$ cat config.mk
export PLATFORM = sky130hd
export DESIGN_NAME = mem_port_arbiter
export DESIGN_NICKNAME = d
export VERILOG_FILES = /design/src/rtl/mem_port_arbiter.sv
export SDC_FILE = /design/constraint.sdc
export NUM_CORES = 1
export LEC_CHECK = 0
export ABC_AREA = 1
export BUFFER_PORTS_ARGS = -buffer_cell sky130_fd_sc_hd__buf_2
export CAP_MARGIN = 25
export CORE_UTILIZATION = 46
export CTS_BUF_LIST = sky130_fd_sc_hd__clkbuf_4
export DETAILED_ROUTE_END_ITERATION = 8
export GPL_ROUTABILITY_DRIVEN = 0
export PLACE_DENSITY = 0.77
export SYNTH_ARGS = -nofsm -noshare
export SYNTH_HDL_FRONTEND = slang
export SYNTH_SLANG_ARGS = --single-unit
$ cat constraint.sdc
create_clock -name clk -period 1.6 [get_ports clk]
set_clock_uncertainty 0.1 [all_clocks]
set_input_delay 0.08 -clock clk [delete_from_list [all_inputs] [get_ports clk]]
set_output_delay 0.08 -clock clk [all_outputs]
set_load 0.05 [all_outputs]
$ cat src/rtl/mem_port_arbiter.sv
// Two-requester arbiter (fetch and data) sharing one single-port memory.
// Data wins contention until a burst limit, then fetch is forced in; stuck transfers abort on timeout.
`timescale 1ns/1ps

// state     | meaning
// ----------+------------------------------------------------------------
// ST_IDLE   | no memory request; arbitration between eligible requesters
// ST_BUSY_I | fetch transaction on the memory port, waiting for mem_ready
// ST_BUSY_D | data transaction on the memory port, waiting for mem_ready
module mem_port_arbiter #(
    parameter int MAX_DATA_BURST = 4,
    parameter int TIMEOUT        = 255
) (
    input  logic        clk,
    input  logic        rst,

    input  logic        if_req,
    input  logic [31:0] if_addr,
    output logic        if_ack,
    output logic [31:0] if_rdata,

    input  logic        d_req,
    input  logic        d_we,
    input  logic [31:0] d_addr,
    input  logic [31:0] d_wdata,
    output logic        d_ack,
    output logic [31:0] d_rdata,

    output logic        mem_req,
    output logic        mem_we,
    output logic [31:0] mem_addr,
    output logic [31:0] mem_wdata,
    input  logic [31:0] mem_rdata,
    input  logic        mem_ready,

    output logic        stall_if,
    output logic        stall_mem,
    output logic        bus_err
);

    localparam logic [1:0] ST_IDLE   = 2'd0;
    localparam logic [1:0] ST_BUSY_I = 2'd1;
    localparam logic [1:0] ST_BUSY_D = 2'd2;

    localparam logic [3:0] BURST_MAX = 4'(MAX_DATA_BURST);
    localparam logic [7:0] WAIT_LAST = 8'(TIMEOUT - 1);

    logic [1:0] state;
    logic [1:0] state_nxt;
    logic [3:0] streak;
    logic [3:0] streak_inc;
    logic [7:0] wait_cnt;

    logic in_idle;
    logic busy;
    logic fetch_elig;
    logic data_elig;
    logic grant_d;
    logic grant_i;
    logic timed_out;
    logic finish;
    logic fin_i;
    logic fin_d;

    // A requester being acked this cycle is still holding req for that ack, not asking again.
    assign fetch_elig = if_req & ~if_ack;
    assign data_elig  = d_req & ~d_ack;

    assign in_idle = (state == ST_IDLE);
    assign busy    = (state == ST_BUSY_I) | (state == ST_BUSY_D);

    assign grant_d = in_idle & data_elig & (~fetch_elig | (streak < BURST_MAX));
    assign grant_i = in_idle & fetch_elig & ~grant_d;

    assign timed_out = busy & ~mem_ready & (wait_cnt == WAIT_LAST);
    assign finish    = busy & (mem_ready | timed_out);
    assign fin_i     = finish & (state == ST_BUSY_I);
    assign fin_d     = finish & (state == ST_BUSY_D);

    assign streak_inc = (streak >= BURST_MAX) ? BURST_MAX : streak + 4'd1;

    assign mem_req   = busy;
    assign stall_if  = if_req & ~if_ack;
    assign stall_mem = d_req & ~d_ack;

    always_comb begin
        state_nxt = state;
        case (state)
            ST_IDLE: begin
                if (grant_d) begin
                    state_nxt = ST_BUSY_D;
                end else if (grant_i) begin
                    state_nxt = ST_BUSY_I;
                end
            end
            ST_BUSY_I,
            ST_BUSY_D: begin
                if (finish) begin
                    state_nxt = ST_IDLE;
                end
            end
            default: state_nxt = ST_IDLE;
        endcase
    end

    always_ff @(posedge clk or negedge rst) begin
        if (!rst) begin
            state    <= ST_IDLE;
            streak   <= '0;
            wait_cnt <= '0;
        end else begin
            state <= state_nxt;

            // Streak only counts data grants that actually made fetch wait.
            if (grant_d) begin
                streak <= fetch_elig ? streak_inc : 4'd0;
            end else if (grant_i) begin
                streak <= '0;
            end

            if (grant_d || grant_i) begin
                wait_cnt <= '0;
            end else if (busy && !mem_ready) begin
                wait_cnt <= wait_cnt + 8'd1;
            end
        end
    end

    always_ff @(posedge clk or negedge rst) begin
        if (!rst) begin
            mem_we    <= 1'b0;
            mem_addr  <= '0;
            mem_wdata <= '0;
        end else if (grant_d) begin
            mem_we    <= d_we;
            mem_addr  <= d_addr;
            mem_wdata <= d_wdata;
        end else if (grant_i) begin
            mem_we    <= 1'b0;
            mem_addr  <= if_addr;
            mem_wdata <= '0;
        end
    end

    always_ff @(posedge clk or negedge rst) begin
        if (!rst) begin
            if_ack   <= 1'b0;
            d_ack    <= 1'b0;
            if_rdata <= '0;
            d_rdata  <= '0;
            bus_err  <= 1'b0;
        end else begin
            if_ack <= fin_i;
            d_ack  <= fin_d;

            // An aborted transfer returns zero; stores never return memory data.
            if (fin_i) begin
                if_rdata <= mem_ready ? mem_rdata : 32'd0;
            end
            if (fin_d) begin
                d_rdata <= (mem_ready && !mem_we) ? mem_rdata : 32'd0;
            end

            if (timed_out) begin
                bus_err <= 1'b1;
            end
        end
    end

endmodule

Word level (Yosys, flattened, before mapping)
Index checks and enable logic that the tools add are counted.
{"block": "totals", "reg_bits": 146, "in_bits": 134, "output_inout_bits": 135, "wordCells": 67}
{"block": "op_classes", "addsub": 2, "n_lt_le_gt_ge": 2, "n_eq_ne": 5, "muxes": 18, "n_bitwise": 19, "n_reduce_logical": 10}
{"operator": "$mux 32", "count": 6}
{"operator": "$mux 4", "count": 4}
{"operator": "$mux 8", "count": 2}
{"operator": "$and 1x1->1", "count": 11}
{"operator": "$add 8x1->8 const B", "count": 1}
{"operator": "$eq 8x8->1 const B", "count": 1}
{"operator": "$mux 2", "count": 3}
{"operator": "$not 1->1", "count": 5}
{"operator": "$add 4x1->4 const B", "count": 1}
{"operator": "$ge 4x3->1 const B", "count": 1}
{"operator": "$lt 4x3->1 const B", "count": 1}
{"operator": "$pmux 2 s2", "count": 1}
{"operator": "$reduce_bool 2->1", "count": 2}
{"operator": "$ne 3x1->1 const B", "count": 1}
{"operator": "$or 1x1->1", "count": 3}
{"operator": "$eq 2x1->1 const B", "count": 1}
{"operator": "$eq 2x2->1 const B", "count": 1}
{"operator": "$logic_and 1x1->1", "count": 2}
{"operator": "$logic_not 1->1", "count": 2}
{"operator": "$logic_not 2->1", "count": 1}
{"operator": "$mux 1", "count": 2}
{"operator": "$ne 2x2->1 const B", "count": 1}
{"operator": "$reduce_and 2->1", "count": 1}
{"operator": "$reduce_or 2->1", "count": 1}
{"operator": "$logic_or 1x1->1", "count": 1}

Depth between registers and ports, before layout
{"block": "depth", "ltp_word": 10, "ltp_mapped": 11, "mapped_depth_nobuf": 10}

Worst setup path after synthesis
OpenSTA, ideal clock, no wires.
{"block": "synth_path", "path_type": "reg2reg", "from": "register state[0]", "to": "register d_rdata[10]", "setup_time_ns": 0.119, "arrival_ns": 1.957, "required_time_ns": 1.381, "slack_ns": -0.576, "path_stages_with_launch": 12, "synth_period_minus_slack_ns": 2.176, "cell_sequence": "dfrtp_1 > inv_1 > ha_1 > buf_4 > inv_2 > nor2_8 > nand3_4 > nand2_4 > nand3_2 > buf_2 > nand2_1 > nand2_1"}
{"block": "synth_between", "elab_chain_len": 7, "elab_cells_between_ends": 8}
{"element": "start, declared", "line": "48", "rtl": "logic [1:0] state;"}
{"element": "start signal, assigned", "line": "112", "rtl": "state <= state_nxt;"}
{"element": "$eq 2x1->1 / $eq 2x2->1 (equally long branches)", "line": "70", "rtl": "assign busy = (state == ST_BUSY_I) | (state == ST_BUSY_D);"}
{"element": "$or 1x1->1 *", "line": "70"}
{"element": "net mem_req", "line": "29", "rtl": "output logic mem_req,"}
{"element": "$and 1x1->1 (2 in series)", "line": "75", "rtl": "assign timed_out = busy & ~mem_ready & (wait_cnt == WAIT_LAST);"}
{"element": "$or 1x1->1", "line": "76", "rtl": "assign finish = busy & (mem_ready | timed_out);"}
{"element": "$and 1x1->1 *", "line": "76"}
{"element": "$and 1x1->1 *", "line": "78", "rtl": "assign fin_d = finish & (state == ST_BUSY_D);"}
{"element": "end signal, assigned", "line": "161", "rtl": "d_rdata <= (mem_ready && !mem_we) ? mem_rdata : 32'd0;"}
{"element": "end, declared", "line": "27", "rtl": "output logic [31:0] d_rdata,"}
The timed path passes the listed nets; every way through them passes the cells marked *.
A chain may end at the register's enable or synchronous reset.

Final worst setup path
{"block": "layout_path", "from": "register if_ack", "to": "register mem_addr[29]"}
{"block": "layout_between", "elab_chain_len": 8, "elab_cells_between_ends": 10}
{"element": "start, declared", "line": "19", "rtl": "output logic if_ack,"}
{"element": "start signal, assigned", "line": "153", "rtl": "if_ack <= fin_i;"}
{"element": "$not 1->1 *", "line": "66", "rtl": "assign fetch_elig = if_req & ~if_ack;"}
{"element": "$and 1x1->1 *", "line": "66"}
{"element": "$not 1->1", "line": "72", "rtl": "assign grant_d = in_idle & data_elig & (~fetch_elig | (streak < BURST_MAX));"}
{"element": "$or 1x1->1", "line": "72"}
{"element": "$and 1x1->1", "line": "72"}
{"element": "$not 1->1", "line": "73", "rtl": "assign grant_i = in_idle & fetch_elig & ~grant_d;"}
{"element": "$and 1x1->1", "line": "73"}
{"element": "$reduce_bool 2->1 (no source line)"}
{"element": "end signal, assigned", "line": "136", "rtl": "mem_addr <= d_addr;"}
{"element": "end signal, assigned", "line": "140", "rtl": "mem_addr <= if_addr;"}
{"element": "end, declared", "line": "31", "rtl": "output logic [31:0] mem_addr,"}
Mark *: on every way between the ends. The rest lies on a longest branch, timed or not.

==> impl_metrics.env <==
export IMPL_syn_instance_count=879
export IMPL_synth_xor_area_frac=0.00258
export IMPL_crit_type="register to register"
export IMPL_synth_seq_area_share=0.538
export IMPL_clkTransAtPathRegs_ns=0.13
export IMPL_finalSetupTns_ns=-13.49
export IMPL_dp_slack_ns=-0.0554
export IMPL_crit_slowest_cell="dfrtp_2"
export IMPL_syn2layout_area_growth_pct=66.7
export IMPL_die_area_sq_um=15300
export IMPL_worstPathCellList="inv_2, nand2_4, nor2_4, nor2_4, buf_12, nor2_1, nor2_1, nand2_2, nand2_1"
export IMPL_outcome="finished with violations"
export IMPL_synth_fp_nets=1019
export IMPL_grt_pass1_vias=7467
export IMPL_cts_tree="done"
export IMPL_worst_slack_ns=-0.357
export IMPL_drt_pass1_iterations=6
export IMPL_grtUsageTotal=0.321
export IMPL_rsz0062_at_grt="true"
export IMPL_postPlaceCellArea_sq_um=8540
export IMPL_ant_nets=0
export IMPL_min_path_type="input port to register"
export IMPL_coreArea_sq_um=14500
export IMPL_nets=1452
export IMPL_insertion_delay_ns=0.58
export IMPL_hold_viol=0
export IMPL_synth_edf_count=0
export IMPL_htreeDepth=4
export IMPL_grt_max_degree=74
export IMPL_die_height_microns=124
export IMPL_ys_types=30
export IMPL_yosys_area_share_simple=0.352
export IMPL_wl_per_cell_microns=20.1
export IMPL_port_buffers=268
export IMPL_routed_wl_mm=30.4
export IMPL_vdd_ir_drop_max_uv=2090
export IMPL_grt_first_pass_wirelength_mm=36.8
export IMPL_initial_core_util=0.469
export IMPL_relSlewSlack=0.492
export IMPL_fin_crit_sh=1.22
export IMPL_drv_cap=0
export IMPL_viasPerCell=5.54
export IMPL_crit_fanout=16
export IMPL_violations="negative setup slack"
export IMPL_setup_violations=138
export IMPL_cts_root_buffer="clkbuf_4"
export IMPL_worst_slew_pin_slew_ns=0.760
export IMPL_synth_async_reset_ratio=1.00
export IMPL_synthFlopType="dfrtp_1"
export IMPL_crit_path_start_kind="register"
export IMPL_p_total_w=0.0250
export IMPL_synth_compound_area_frac=0.00902
export IMPL_ios=269
export IMPL_fp_dieW_microns=124
export IMPL_dp_hpwl_mm=13.1
export IMPL_drive_above_1_share=0.384
export IMPL_end_kind="register"
export IMPL_slowest_delay_ns=0.43
export IMPL_synth_area_sq_um=6800
export IMPL_syn_area_per_cell_sq_um=7.73
export IMPL_rows=44
export IMPL_vias=8376
export IMPL_fin_crit_ns=1.96
export IMPL_fmax_ghz=0.511
export IMPL_placed_cells=1312
export IMPL_drc=0
export IMPL_ys_ff_latch=146
export IMPL_ys_warn_count=0
export IMPL_powerDensity_nw_per_um2=2210
export IMPL_fin_area_sq_um=11300
export IMPL_cts_max_path_buffers=2
export IMPL_slew_viol_final=0
export IMPL_stdcell_count=1511
export IMPL_clock_sinks=146
export IMPL_required_ns=1.98
export IMPL_synth_top_area_share=0.538
export IMPL_synthTopCellsByArea="dfrtp_1 54%, nand2_1 21%, nor2_1 6.0%"
export IMPL_cts_buffers=17
export IMPL_power_leakage_nw=6.46
export IMPL_grt_antenna_before_repair=4
export IMPL_grt_overflow_total=0
export IMPL_synth_area_leader_cell="dfrtp_1"
export IMPL_crit_arrival_ns=2.34
export IMPL_synth_mux_area_frac=0
export IMPL_synth_top_family_by_area="simple AND/OR/NAND/NOR gates"
export IMPL_synthAdderAreaFrac=0.0110
export IMPL_drt_iter0_markers=1037
[metal layers]
| layer | routed length (microns) | track usage | up-vias |
|---|---|---|---|
| met4 | 2420 | 0.211 | 4 |
| li1 | - | - | 3534 |
| met2 | 13700 | 0.524 | 707 |
| met3 | 3880 | 0.106 | 235 |
| met1 | 10300 | 0.357 | 3896 |
| met5 | 88 | 0.0104 | - |
[power by group]
part           internal (W)  total, W  switching [W]
logic               0.00469    0.0160         0.0113
clock network       0.00138   0.00279        0.00140
registers           0.00522   0.00624        0.00102
[registers in the layout, summed over array words and instances, names as in the netlist]
signal,flops
d_ack,1
state,2
if_rdata,32
wait_cnt,8
mem_we,1
streak,4
mem_addr,32
bus_err,1
mem_wdata,32
d_rdata,32
if_ack,1
[cell usage after synthesis (2+ instances only)]
cell	n
buf_1	4
buf_2	18
buf_4	5
buf_6	5
clkbuf_1	17
dfrtp_1	146
ha_1	6
inv_1	84
inv_2	4
nand2_1	382
nand2_2	2
nand3_1	39
nand3_4	2
nand4_1	34
nor2_1	109
nor2_2	2
nor3_1	3
o21ai_0	3
o21ai_1	2
o21bai_1	2
[placed cells by master (no fill, tap or decap), drive strengths merged, types with 6 or more instances in the layout]
cell / Yosys / final
inv: 88 / 88
nand3: 42 / 42
nor2: 113 / 113
nand4: 34 / 34
buf: 32 / 320
nand2: 385 / 385
dlygate4sd3: 0 / 135
ha: 6 / 6
clkinv: 0 / 8
clkbuf: 17 / 25
dfrtp: 146 / 146
[area by class of cell]
class | instances | area (sq um)
diodes | 3 | 7.51
clock buffers | 18 | 135
clock inverters | 13 | 191
fillers | 852 | 3150
inverters | 88 | 338
multi-input cells | 596 | 3140
flip-flops and latches | 146 | 3660
well taps | 184 | 230
repair buffers | 463 | 3630
[through the flow]
| step | hold WS [ns] | util |
|---|---|---|
| global placement | -0.170 | 0.590 |
| CTS | 0.114 | 0.716 |
| global route | 0.126 | 0.782 |
| finish | 0.150 | 0.782 |
| detailed placement | -0.170 | 0.590 |
| floorplan | -0.316 | - |
[worst paths after layout]
check / start / endpoint / slack [ns] / depth (start not counted)
max in group asynchronous: rst / if_rdata[11] / 0.37 / 3
setup reg to reg: if_ack / mem_addr[29] / -0.36 / 9
hold / removal: d_we / mem_we / 0.15 / 4
hold reg to reg: if_rdata[5] / if_rdata[5] / 0.38 / 2
min in group asynchronous: rst / if_rdata[24] / 0.55 / 3
setup / recovery: if_ack / mem_addr[29] / -0.36 / 9
[worst max-delay path: cells and delay by family (launching register included)]
family | cells | cell delay (ns)
buf+inv | 2 | 0.23
flops | 1 | 0.43
simple gates | 7 | 1.08
[repair_timing]
action | CTS | global route
gates cloned | 2 | 10
endpoints found under the setup margin | 99 | 138
hold endpoints to repair | 283 | 0
hold buffers | 135 | 0
pin swaps | 2 | 43
resized for setup | 17 | 194
setup buffers | 5 | 13
[logic make-up after synthesis]
family / Yosys count
buf+inv: 137
xor+xnor: 2
compound gates: 9
simple gates: 579
flops: 146
fa+ha+maj: 6
Note: power is estimated with default switching activity, not from simulation.
